--- config.mk ---
export PLATFORM = sky130hd
export DESIGN_NAME = conv_maxpool_2x2
export DESIGN_NICKNAME = d
export VERILOG_FILES = /design/src/rtl/conv_maxpool_2x2.sv
export SDC_FILE = /design/constraint.sdc
export NUM_CORES = 1
export LEC_CHECK = 0
export ABC_AREA = 1
export ABC_CLOCK_PERIOD_IN_PS = 5050
export BUFFER_PORTS_ARGS = -buffer_cell sky130_fd_sc_hd__buf_2
export CELL_PAD_IN_SITES_DETAIL_PLACEMENT = 1
export CELL_PAD_IN_SITES_GLOBAL_PLACEMENT = 2
export CORE_ASPECT_RATIO = 0.8
export CORE_MARGIN = 10
export CORE_UTILIZATION = 35
export CTS_CLUSTER_SIZE = 16
export DETAILED_ROUTE_END_ITERATION = 7
export PLACE_DENSITY_LB_ADDON = 0.12
export SYNTH_ARGS = -nofsm -noshare
export SYNTH_HDL_FRONTEND = slang
export SYNTH_SLANG_ARGS = --single-unit
--- constraint.sdc ---
create_clock -name clk -period 5.05 [get_ports clk]
set_clock_uncertainty 0.15 [all_clocks]
set_input_delay 0.2525 -clock clk [delete_from_list [all_inputs] [get_ports clk]]
set_output_delay 0.2525 -clock clk [all_outputs]
set_load 0.005 [all_outputs]
--- src/rtl/conv_maxpool_2x2.sv ---
// conv_maxpool_2x2: 2x2 stride-2 signed max pooling (optional ReLU) over a streamed
// N x N conv output frame, using a single half-row line buffer.
module conv_maxpool_2x2 #(
   parameter int DW      = 16,
   parameter int MAX_N   = 32,
   parameter int NW      = 6,
   parameter int RELU_EN = 0
) (
   input  logic          clk,
   input  logic          reset,
   input  logic          start,
   input  logic [NW-1:0] n_dim,
   input  logic          in_valid,
   input  logic [DW-1:0] in_data,
   output logic          out_valid,
   output logic [DW-1:0] out_data,
   output logic          out_last,
   output logic          done,
   output logic          busy
);
   localparam int AW = $clog2(MAX_N / 2);

   typedef enum logic [1:0] {IDLE, RUN, FIN} state_t;

   state_t               state_q, state_d;
   logic [NW-1:0]        n_q, n_d, c_q, c_d, r_q, r_d, lim;
   logic signed [DW-1:0] h_q, h_d, out_data_q, out_data_d;
   logic signed [DW-1:0] din, lb_rd, m, pooled, res;
   logic                 out_valid_q, out_valid_d, out_last_q, out_last_d;
   logic                 acc, keep, c_end, lb_we;
   logic [AW-1:0]        idx;
   logic signed [DW-1:0] line_buf_q [MAX_N/2];

   always_comb begin
      din         = $signed(in_data);
      lim         = {n_q[NW-1:1], 1'b0} - NW'(1);
      idx         = AW'(c_q >> 1);
      lb_rd       = line_buf_q[idx];
      m           = (din > h_q) ? din : h_q;
      pooled      = (m > lb_rd) ? m : lb_rd;
      res         = (RELU_EN != 0 && pooled < 0) ? '0 : pooled;
      acc         = state_q == RUN && in_valid;
      // trailing odd row/column lies outside every 2x2 window
      keep        = acc && c_q <= lim && r_q <= lim;
      c_end       = c_q == n_q - NW'(1);
      lb_we       = keep && c_q[0] && !r_q[0];
      state_d     = state_q == IDLE ? (start ? (n_dim >= NW'(2) ? RUN : FIN) : IDLE) :
                    state_q == RUN  ? ((acc && c_end && r_q == n_q - NW'(1)) ? FIN : RUN) : IDLE;
      n_d         = (state_q == IDLE && start) ? n_dim : n_q;
      c_d         = state_q == IDLE ? '0 : acc ? (c_end ? '0 : c_q + NW'(1)) : c_q;
      r_d         = state_q == IDLE ? '0 : (acc && c_end) ? r_q + NW'(1) : r_q;
      h_d         = (keep && !c_q[0]) ? din : h_q;
      out_valid_d = keep && c_q[0] && r_q[0];
      out_data_d  = out_valid_d ? res : out_data_q;
      out_last_d  = out_valid_d && c_q == lim && r_q == lim;
   end

   always_ff @(posedge clk) begin
      if (reset) begin
         state_q     <= IDLE;
         n_q         <= '0;
         c_q         <= '0;
         r_q         <= '0;
         h_q         <= '0;
         out_valid_q <= 1'b0;
         out_data_q  <= '0;
         out_last_q  <= 1'b0;
      end else begin
         state_q     <= state_d;
         n_q         <= n_d;
         c_q         <= c_d;
         r_q         <= r_d;
         h_q         <= h_d;
         out_valid_q <= out_valid_d;
         out_data_q  <= out_data_d;
         out_last_q  <= out_last_d;
      end
   end

   // even rows are always written before the odd row reads them, so no reset is needed
   always_ff @(posedge clk) begin
      if (lb_we) line_buf_q[idx] <= m;
   end

   assign out_valid = out_valid_q;
   assign out_data  = out_data_q;
   assign out_last  = out_last_q;
   assign done      = state_q == FIN;
   assign busy      = state_q != IDLE;
endmodule

==> flow_metrics.tcl, run 1 <==
set metrics [dict create \
    final_hold_viol_count 0 \
    ys_seq_area_frac 0.612 \
    tns_ns 0 \
    min_period_ns 4.44 \
    cp-start-kind "primary input" \
    synthesis.nets 1478 \
    max-cap-violations 0 \
    r2r_cells 22 \
    ctsResizeCount 0 \
    cts_sinks 314 \
    avgSynthCellArea_sq_um 10.3 \
    status "completed" \
    cts_root_buf "clkbuf_16" \
    netlist_instances 1405 \
    p_leak_nw 6.43 \
    cts_post_setup_buffers_inserted 0 \
    io_pins 46 \
    hold_end "n_q[4]" \
    grt_use_total 0.163 \
    cp-end-kind "register" \
    setup_viol 0 \
    grt_pass1_vias 10600 \
    final_layout_size_suffix_gt1_frac 0.117 \
    drc_errors 0 \
    routabilityCongestion 0.779 \
    path_clk_slew_ns 0.06 \
    rsz0062_at_grt "false" \
    path_class "in -> reg" \
    tritoncts "yes" \
    wire_per_inst_um 19.8 \
    r2r-start "h_q[15]" \
    p_total_mw 5.89 \
    yosys_register_bits 314 \
    grt_max_degree 64 \
    dpl.cell_count 1971 \
    drt-total-wl_um 40700 \
    maxSlewViolCount 0 \
    ir_worst_vdd_mv 0.173 \
    dr.pass1.iters 5 \
    layout_commonest_cell "edfxtp_1" \
    viasPerCell 5.00 \
    core-area_sq_mm 0.0407 \
    clockBufferDepth 3 \
    cp.required_ns 5.34 \
    path_max_fanout 17 \
    ys_warn_count 0 \
    cts_max_level 2 \
    hold_depth 3 \
    rows 66 \
    final_cell_mix "edfxtp_1, inv_1, nand2_1" \
    dieWidth_um 247 \
    portBuffers 45 \
    clk_latency_ns 0.53 \
    numCtsBuffers 36 \
    final_nets 1563 \
    drt-initial-drc-count 633 \
    hp-start "start" \
    fin_crit_sh 0.880 \
    yosysUniqueCellTypes 38 \
    vias 10300 \
    arrival_ns 4.74 \
    die-area_sq_mm 0.0499 \
    synth_area_sq_mm 0.0144 \
    fill_cells 4486 \
    cellPowerDensity_mw_per_mm2 351 \
    die_h_um 202 \
    start_util 0.355 \
    grt-ovfl-total 0 \
    area_delta_synth_final_pct 16.3 \
    r2r_end "out_data[0]" \
    fmax_mhz 225 \
    antenna_found_initial 0 \
    dp_hpwl_um 25500 \
    tightest_slew_ns 1.08 \
    grt_first_pass_wirelength_um 63100 \
    ff2ff_setup_slack_ns 0.65 \
    relSlewSlack 0.282 \
    fin_cells 2059 \
    hold_class "in -> reg" \
    antenna_cells 0 \
    postRouteAntennaNets 0 \
]
-- power breakdown --
group,internal (mW),switching (mW)
logic,0.179,0.401
clock network,1.34,1.04
registers,2.92,0.00839
total,4.44,1.45
-- worst max-delay path: stages --
cell	delay (ns)
dlygate4sd3_1	0.53
buf_2	0.14
ha_1	0.35
a21oi_1	0.15
o21ai_0	0.09
a21oi_1	0.20
nand3_2	0.35
nand3_4	0.34
nand2_1	0.12
and2_1	0.15
buf_4	0.19
ha_1	0.36
nand2_1	0.09
inv_1	0.05
o21ai_0	0.06
nand2_1	0.07
nor2_1	0.15
nand2_1	0.08
nand2_1	0.08
nand3_2	0.29
inv_2	0.38
nand3_1	0.12
a21oi_1	0.14
-- final cells by class --
class	count	area (sq um)	share of cell area
tap	544	681	0.0405
timing repair buffer	116	883	0.0526
clock inverter	19	95.1	0.00566
inverter	219	822	0.0489
clock buffer	44	952	0.0567
multi-input combinational	803	4520	0.269
sequential	314	8860	0.527
-- registers in the layout, summed over array words and instances, names as in the netlist, named ones only --
register,count
line_buf_q,256
h_q,16
out_data,16
c_q,6
n_q,6
r_q,6
state_q,2
out_last,1
out_valid,1
-- per-stage QoR --
stage               cell area [sq um]  hold WS, ns  utilization  worst slack, ns
finish                          16800        0.129        0.413            0.606
global route                    16800        0.165        0.413            0.165
CTS                             16800        0.104        0.413            0.619
detailed placement              15500        0.333        0.381            0.609
global placement                15500        0.333        0.381            0.762
floorplan                       14400        0.172            -             1.52
-- worst max-delay path by stage --
stage / from / to / slack (ns) / cells past startpoint
final: in_data[15] / out_data[0] / 0.61 / 23
after global routing: in_data[13] / out_data[15] / 0.16 / 23
after CTS: in_data[15] / out_data[4] / 0.62 / 22
after detailed placement: in_data[15] / out_data[11] / 0.61 / 21
after global placement: in_data[15] / out_data[11] / 0.76 / 22
after floorplan: h_q[15] / out_data[5] / 1.52 / 24
-- cells in the mapped netlist (all sizes together) --
library cell | count | area [sq um]
edfxtp | 256 | 7690
inv | 219 | 822
nand2 | 179 | 692
a21oi | 146 | 734
nand3 | 142 | 738
o21ai | 109 | 549
o211ai | 66 | 495
dfxtp | 58 | 1160
nor2 | 48 | 198
ha | 47 | 588
buf | 36 | 175
clkbuf | 33 | 125
nand4 | 21 | 138
and2 | 15 | 93.8
xor2 | 13 | 129
nor3 | 5 | 30.0
xnor2 | 3 | 26.3
a21o | 2 | 15.0
nor4 | 2 | 12.5
or2 | 2 | 12.5
nand3b | 1 | 11.3
nor3b | 1 | 7.51
or4 | 1 | 7.51
-- cells by family after synthesis --
family,after synthesis,share of synthesized area
AO/OA/AOI/OAI,323,0.124
AND/OR/NAND/NOR,417,0.134
XOR/XNOR,16,0.0107
adder cells (fa/ha/maj),47,0.0407
buffers and inverters,288,0.0777
flip-flops,314,0.612
-- routing by layer --
metal | vias up | part of all wire | global-route usage
met5 | - | 0 | 0
met2 | 164 | 0.45 | 0.255
met4 | 0 | 0.014 | 0.0339
li1 | 5039 | - | -
met3 | 49 | 0.040 | 0.0259
met1 | 5042 | 0.50 | 0.233
-- what timing repair did --
item	in CTS	in global routing
endpoints found under the setup margin	0	0
hold buffers	25	0
endpoints found under the hold margin	26	0
Note: power is estimated with default switching activity, not from simulation.
==> run 2, diff against run 1 <==
- CORE_UTILIZATION: 35 -> 40
==> run 2 against run 1 <==
Total power grew 0.47%. Clock-buffer cell count grew 5. Clock power grew 2%. Routed wire length shrank 1.3%. Worst hold slack lost 0.0097 ns. First-iteration DRC count grew 11%. Register-to-register slack is essentially flat. Sequential power is essentially flat. Via count grew 0.76%. Critical path type unchanged. Largest cell class unchanged. Largest power group unchanged.
==> flow_metrics.tcl, run 2 (synthesized netlist as in run 1, its figures left out) <==
set metrics [dict create \
    status "completed" \
    cts_sinks 314 \
    cp-start-kind "primary input" \
    timing.hold.ws_ns 0.119 \
    io_pins 46 \
    largest_reg_flops 256 \
    fill_cells 3940 \
    max_stage_delay_ns 0.59 \
    cp-end-kind "register" \
    grt_pass1_vias 10700 \
    drt-initial-drc-count 704 \
    fin_cells 1987 \
    vias 10400 \
    final_nets 1553 \
    largest-register "line_buf_q" \
    ir_worst_vdd_mv 0.188 \
    final_cell_mix "edfxtp_1, inv_1, nand2_1" \
    grt_max_degree 106 \
    final_hold_viol_count 0 \
    grt-ovfl-total 0 \
    top_layer "met4" \
    core-area_sq_mm 0.0358 \
    grt_first_pass_wirelength_um 62800 \
    r2r-start "h_q[15]" \
    hp-start "start" \
    hold_end "n_q[2]" \
    hold_depth 3 \
    wl_met3_um 1960 \
    wl_met2_um 18500 \
    ff2ff_setup_slack_ns 0.65 \
    dpl_worst_slack_ns 0.480 \
    drt-total-wl_um 40200 \
    cts_post_setup_buffers_inserted 0 \
    cts_max_level 2 \
    crit_slowest_cell "and2_1" \
    final_layout_size_suffix_gt1_frac 0.113 \
    rows 62 \
    area_delta_synth_final_pct 15.4 \
    dpl.cell_count 1898 \
    portBuffers 45 \
    wire_per_inst_um 20.2 \
    crit_chain "dlygate4sd3_1, buf_2, ha_1, a21oi_1, o21ai_0, a21oi_1, nand2_1, nand2_2, nand3_4, nand2_1, and2_1, ha_1, nand2_1, inv_1, nand3_1, a21oi_1, nor2_1, nand2_1, nand2_1, nand3_2, clkinv_2, nand3_1, a21oi_1" \
    routabilityCongestion 0.776 \
    arrival_ns 4.75 \
    path_max_fanout 17 \
    fin_crit_sh 0.881 \
    path_clk_slew_ns 0.06 \
    numCtsBuffers 36 \
    clk_latency_ns 0.53 \
    tns_ns 0 \
    cp.required_ns 5.35 \
    layout_commonest_cell "edfxtp_1" \
    max-cap-violations 0 \
    tritoncts "yes" \
    r2r_cells 22 \
    clockBufferDepth 3 \
    cts_root_buf "clkbuf_16" \
    cellPowerDensity_mw_per_mm2 355 \
    postRouteAntennaNets 0 \
    setup_viol 0 \
    start_util 0.404 \
    p_leak_nw 6.39 \
    hold_class "in -> reg" \
    rsz0062_at_grt "false" \
    tightest_slew_ns 1.09 \
    relSlewSlack 0.274 \
    dp_hpwl_um 25100 \
    grt_use_total 0.183 \
    path_common_cell "nand2_1" \
    die_h_um 190 \
    seqCellArea_sq_mm 0.00886 \
    maxSlewViolCount 0 \
    dieWidth_um 232 \
    setup_slack_ns 0.599 \
    path_class "in -> reg" \
    antenna_cells 0 \
    dr.pass1.iters 5 \
    die-area_sq_mm 0.0442 \
    antenna_found_initial 0 \
    multiInputGateArea_sq_mm 0.00453 \
    fmax_mhz 225 \
    min_period_ns 4.45 \
    drc_errors 0 \
    m1WireLength_um 19200 \
    r2r_end "out_data[6]" \
    viasPerCell 5.22 \
]
[run 2: per-stage QoR]
step | power, mW | area [sq um] | utilization
2_1_floorplan | 3.34 | 14400 | -
3_3_place_gp | 3.52 | 15300 | 0.429
3_5_place_dp | 3.54 | 15300 | 0.429
4_1_cts | 6.00 | 16700 | 0.466
5_1_grt | 6.18 | 16700 | 0.466
6_report | 5.92 | 16700 | 0.466
[run 2: how the worst max path moves through the flow]
stage	to	slack, ns	cells after the start	start
CTS	out_data[6]	0.45	21	in_data[15]
finish	out_data[6]	0.60	23	in_data[15]
global placement	out_data[11]	0.63	23	in_data[15]
detailed placement	out_data[2]	0.48	20	in_data[15]
floorplan	out_data[5]	1.52	24	h_q[15]
global route	out_data[6]	0.005	23	in_data[15]
[run 2: what timing repair did]
item,in CTS,in global routing
hold buffers,24,0
setup endpoints to repair,0,16
endpoints found under the hold margin,26,0
resized for setup,0,2
[run 2: layout make-up]
| type | count | share of cell area |
|---|---|---|
| clock buffers | 49 | 0.0582 |
| clock inverters | 16 | 0.00676 |
| inverters | 219 | 0.0494 |
| repair buffers | 106 | 0.0468 |
| multi-input cells | 803 | 0.272 |
| well taps | 480 | 0.0360 |
| flip-flops and latches | 314 | 0.531 |
[run 2: routing by layer]
metal | up-vias | track usage
met5 | - | 0
met4 | 0 | 0.0354
met3 | 49 | 0.0317
met2 | 202 | 0.297
met1 | 5110 | 0.254
li1 | 5011 | -
[run 2: power by group]
group          internal (mW)  switching (mW)  leakage [nW]
sequential              2.93         0.00835          2.78
clock                   1.40            1.03         0.525
combinational          0.163           0.396          3.09
[run 2: worst max-delay path, delay by kind of cell]
kind / cells / cell delay (ns)
and+or+nand+nor: 12 / 1.98
adders and majority gates: 2 / 0.71
buffers and inverters: 4 / 1.03
AOI/OAI and AO/OA: 5 / 0.77
==> run 3, diff against run 2 <==
- ABC_AREA: 1 -> unset
- CTS_CLUSTER_DIAMETER: unset -> 80
==> run 3 against run 2 <==
Largest power group unchanged. Worst setup slack got worse by 0.36 ns. Non-clock buffer count rose by 7. Sequential cell count stayed put. Critical path depth decreased by 5. Routed wire length down 16%. Synthesized area down 6.4%. Combinational power decreased by 38%. Clock power is 29% lower. Largest cell class unchanged. Synthesized cell count is 42% lower. Die area down 5.8%. Final area down 7.7%. Critical endpoint is now out_data[14]. Worst hold slack got worse by 0.059 ns.
==> flow_metrics.tcl, run 3 <==
set metrics [dict create \
    start_util 0.404 \
    use_met1 0.231 \
    path_max_fanout 20 \
    rsz0062_at_grt "false" \
    postRouteAntennaNets 0 \
    min_period_ns 4.81 \
    cts_root_buf "clkbuf_16" \
    ir_worst_vdd_mv 0.350 \
    area_delta_synth_final_pct 13.7 \
    async_reset_ff_frac 0 \
    numCtsBuffers 23 \
    rows 60 \
    cp-end-kind "register" \
    setup_viol 0 \
    maxSlewViolCount 0 \
    critPathTopFamily "simple AND/OR/NAND/NOR gates" \
    routabilityCongestion 0.791 \
    grtUsageMet2 0.260 \
    die_h_um 184 \
    tns_ns 0 \
    fin_crit_sh 0.953 \
    final_hold_viol_count 0 \
    drc_errors 0 \
    clk_latency_ns 0.54 \
    wire_per_inst_um 24.7 \
    cp-start-kind "register" \
    arrival_ns 5.09 \
    largest-register "line_buf_q" \
    crit_buf_inv 3 \
    crit_chain "inv_1, ha_1, nand4_1, or3_1, a21oi_1, or4b_1, mux2_4, mux2_2, ha_1, and4_1, and4_1, o21ai_1, nor2b_1, o221ai_2, buf_6, nor3b_4, buf_4, a221o_2" \
    ff2ff_setup_slack_ns 0.24 \
    final_nets 983 \
    ys_warn_count 0 \
    tightest_slew_ns 0.852 \
    max_stage_delay_ns 0.43 \
    viasPerCell 5.56 \
    r2r_cells 18 \
    layout_commonest_cell "edfxtp_1" \
    top_usage_layer "met2" \
    portBuffers 45 \
    path_class "reg -> reg" \
    avgSynthCellArea_sq_um 16.6 \
    yosysUniqueCellTypes 58 \
    yosys_register_bits 314 \
    vias 7561 \
    status "completed" \
    cts_sinks 314 \
    fin_util 0.459 \
    final_cell_mix "edfxtp_1, mux4_2, dfxtp_1" \
    yosys.area.top_type "edfxtp_1" \
    dp_hpwl_um 21800 \
    netlist.area_leader.share 0.568 \
    grt_pass1_vias 8113 \
    dieWidth_um 226 \
    grt_max_degree 65 \
    grt_use_total 0.163 \
    r2r-start "h_q[15]" \
    final_layout_size_suffix_gt1_frac 0.240 \
    tritoncts "yes" \
    gr-usage-met3 0.0273 \
    r2r_end "out_data[14]" \
    cellPowerDensity_mw_per_mm2 321 \
    antenna_found_initial 0 \
    synth_top_flop_cell "edfxtp_1" \
    grt-ovfl-total 0 \
    clockBufferDepth 3 \
    startpoint "h_q[15]" \
    cp.required_ns 5.33 \
    ys_top_cells_by_area "edfxtp_1, mux4_2, dfxtp_1" \
    path_clk_slew_ns 0.08 \
    netlist_instances 815 \
    dr.pass1.iters 5 \
    max-cap-violations 0 \
    die-area_sq_mm 0.0416 \
    grt_first_pass_wirelength_um 51200 \
    cts_max_level 1 \
    largest_reg_flops 256 \
    hold_class "in -> reg" \
    core-area_sq_mm 0.0335 \
    p_leak_nw 5.32 \
    io_pins 46 \
    post-synth-top-count-cell "edfxtp_1" \
    synth_edf_count 256 \
    ys_seq_area_frac 0.654 \
    antenna_cells 0 \
    synth_area_sq_mm 0.0135 \
    relSlewSlack 0.432 \
    crit_cells 18 \
    fmax_mhz 208 \
    synth_common_cells "edfxtp_1, mux4_2, dfxtp_1, nor2_1, ha_1" \
    drt-total-wl_um 33600 \
    drt-initial-drc-count 538 \
    crit_slowest_cell "or3_1" \
    synthesis.nets 888 \
    crit_path_end "out_data[14]" \
]
-- run 3: cell count changes after synthesis, moves of 16 or more --
cell	before	now
a221o_1	0	22
inv_1	214	37
o21ai_0	108	3
a32o_1	0	16
mux2i_1	0	20
nand3_1	138	9
o211ai_1	66	0
a21oi_1	145	20
mux4_2	0	64
nand2_1	175	19
buf_2	26	7
-- run 3: how the worst min path moves through the flow --
stage	start	end	slack (ns)	cells past startpoint
floorplan	n_dim[0]	n_q[0]	0.24	2
global placement	state_q[1]	state_q[0]	0.33	1
detailed placement	state_q[1]	state_q[0]	0.34	1
CTS	reset	h_q[9]	0.05	2
global route	reset	h_q[2]	0.05	2
finish	reset	h_q[3]	0.06	2
-- run 3: cells by family (layout without fill, tap and decap cells) --
| logic type | Yosys count | in the layout | synth area share |
|---|---|---|---|
| muxes | 100 | 100 | 0.135 |
| adders and majority gates | 47 | 47 | 0.0435 |
| xor gates and xnor gates | 28 | 28 | 0.0213 |
| buffers and inverters | 80 | 191 | 0.0265 |
| and+or+nand+nor | 140 | 140 | 0.0529 |
| AOI/OAI and AO/OA | 106 | 106 | 0.0668 |
| DFF | 314 | 314 | 0.654 |
-- run 3: report_power, final --
group,total [mW],leakage (nW),switching (mW),internal [mW]
clock network,1.73,0.319,0.869,0.864
logic,0.348,2.20,0.215,0.133
registers,2.86,2.80,0.0143,2.85
-- run 3: what timing repair did --
item,CTS,global route
buffers inserted,0,3
hold buffers,23,0
endpoints found under the setup margin,0,16
hold endpoints to repair,40,0
gates resized for setup,0,2
-- run 3: stage by stage --
| stage | power [mW] | hold slack, ns | setup WS [ns] | std cells | cell area (sq um) |
|---|---|---|---|---|---|
| detailed placement | 3.25 | 0.337 | 0.0730 | 1293 | 14500 |
| global route | 5.16 | 0.0541 | 0.0416 | 1360 | 15400 |
| finish | 4.94 | 0.0600 | 0.236 | 1360 | 15400 |
| global placement | 3.23 | 0.325 | 0.175 | 1293 | 14500 |
| floorplan | 3.12 | 0.241 | 0.242 | 815 | 13500 |
| CTS | 5.00 | 0.0452 | 0.0537 | 1357 | 15400 |
-- run 3: worst reg2reg max path, stage by stage, from the launching register on --
cell and delay [ns]:
dfxtp_1 0.38, inv_1 0.06, ha_1 0.35, nand4_1 0.17, or3_1 0.43, a21oi_1 0.18, or4b_1 0.16, mux2_4 0.43
mux2_2 0.35, ha_1 0.34, and4_1 0.25, and4_1 0.22, o21ai_1 0.09, nor2b_1 0.14, o221ai_2 0.18, buf_6 0.16
nor3b_4 0.04, buf_4 0.21, a221o_2 0.40
-- run 3: final cells by class --
type / count / area, sq um
flip-flops and latches: 314 / 8850
fillers: 3251 / 18100
repair buffers: 113 / 822
clock inverters: 3 / 30.0
multi-input cells: 421 / 4360
inverters: 37 / 139
clock buffers: 38 / 632
well taps: 434 / 543
-- run 3: routing by layer --
metal / part of all wire / wire [um]
met3: 0.061 / 2060
met1: 0.47 / 15800
met4: 0.014 / 462
met5: 0 / 0
met2: 0.45 / 15200
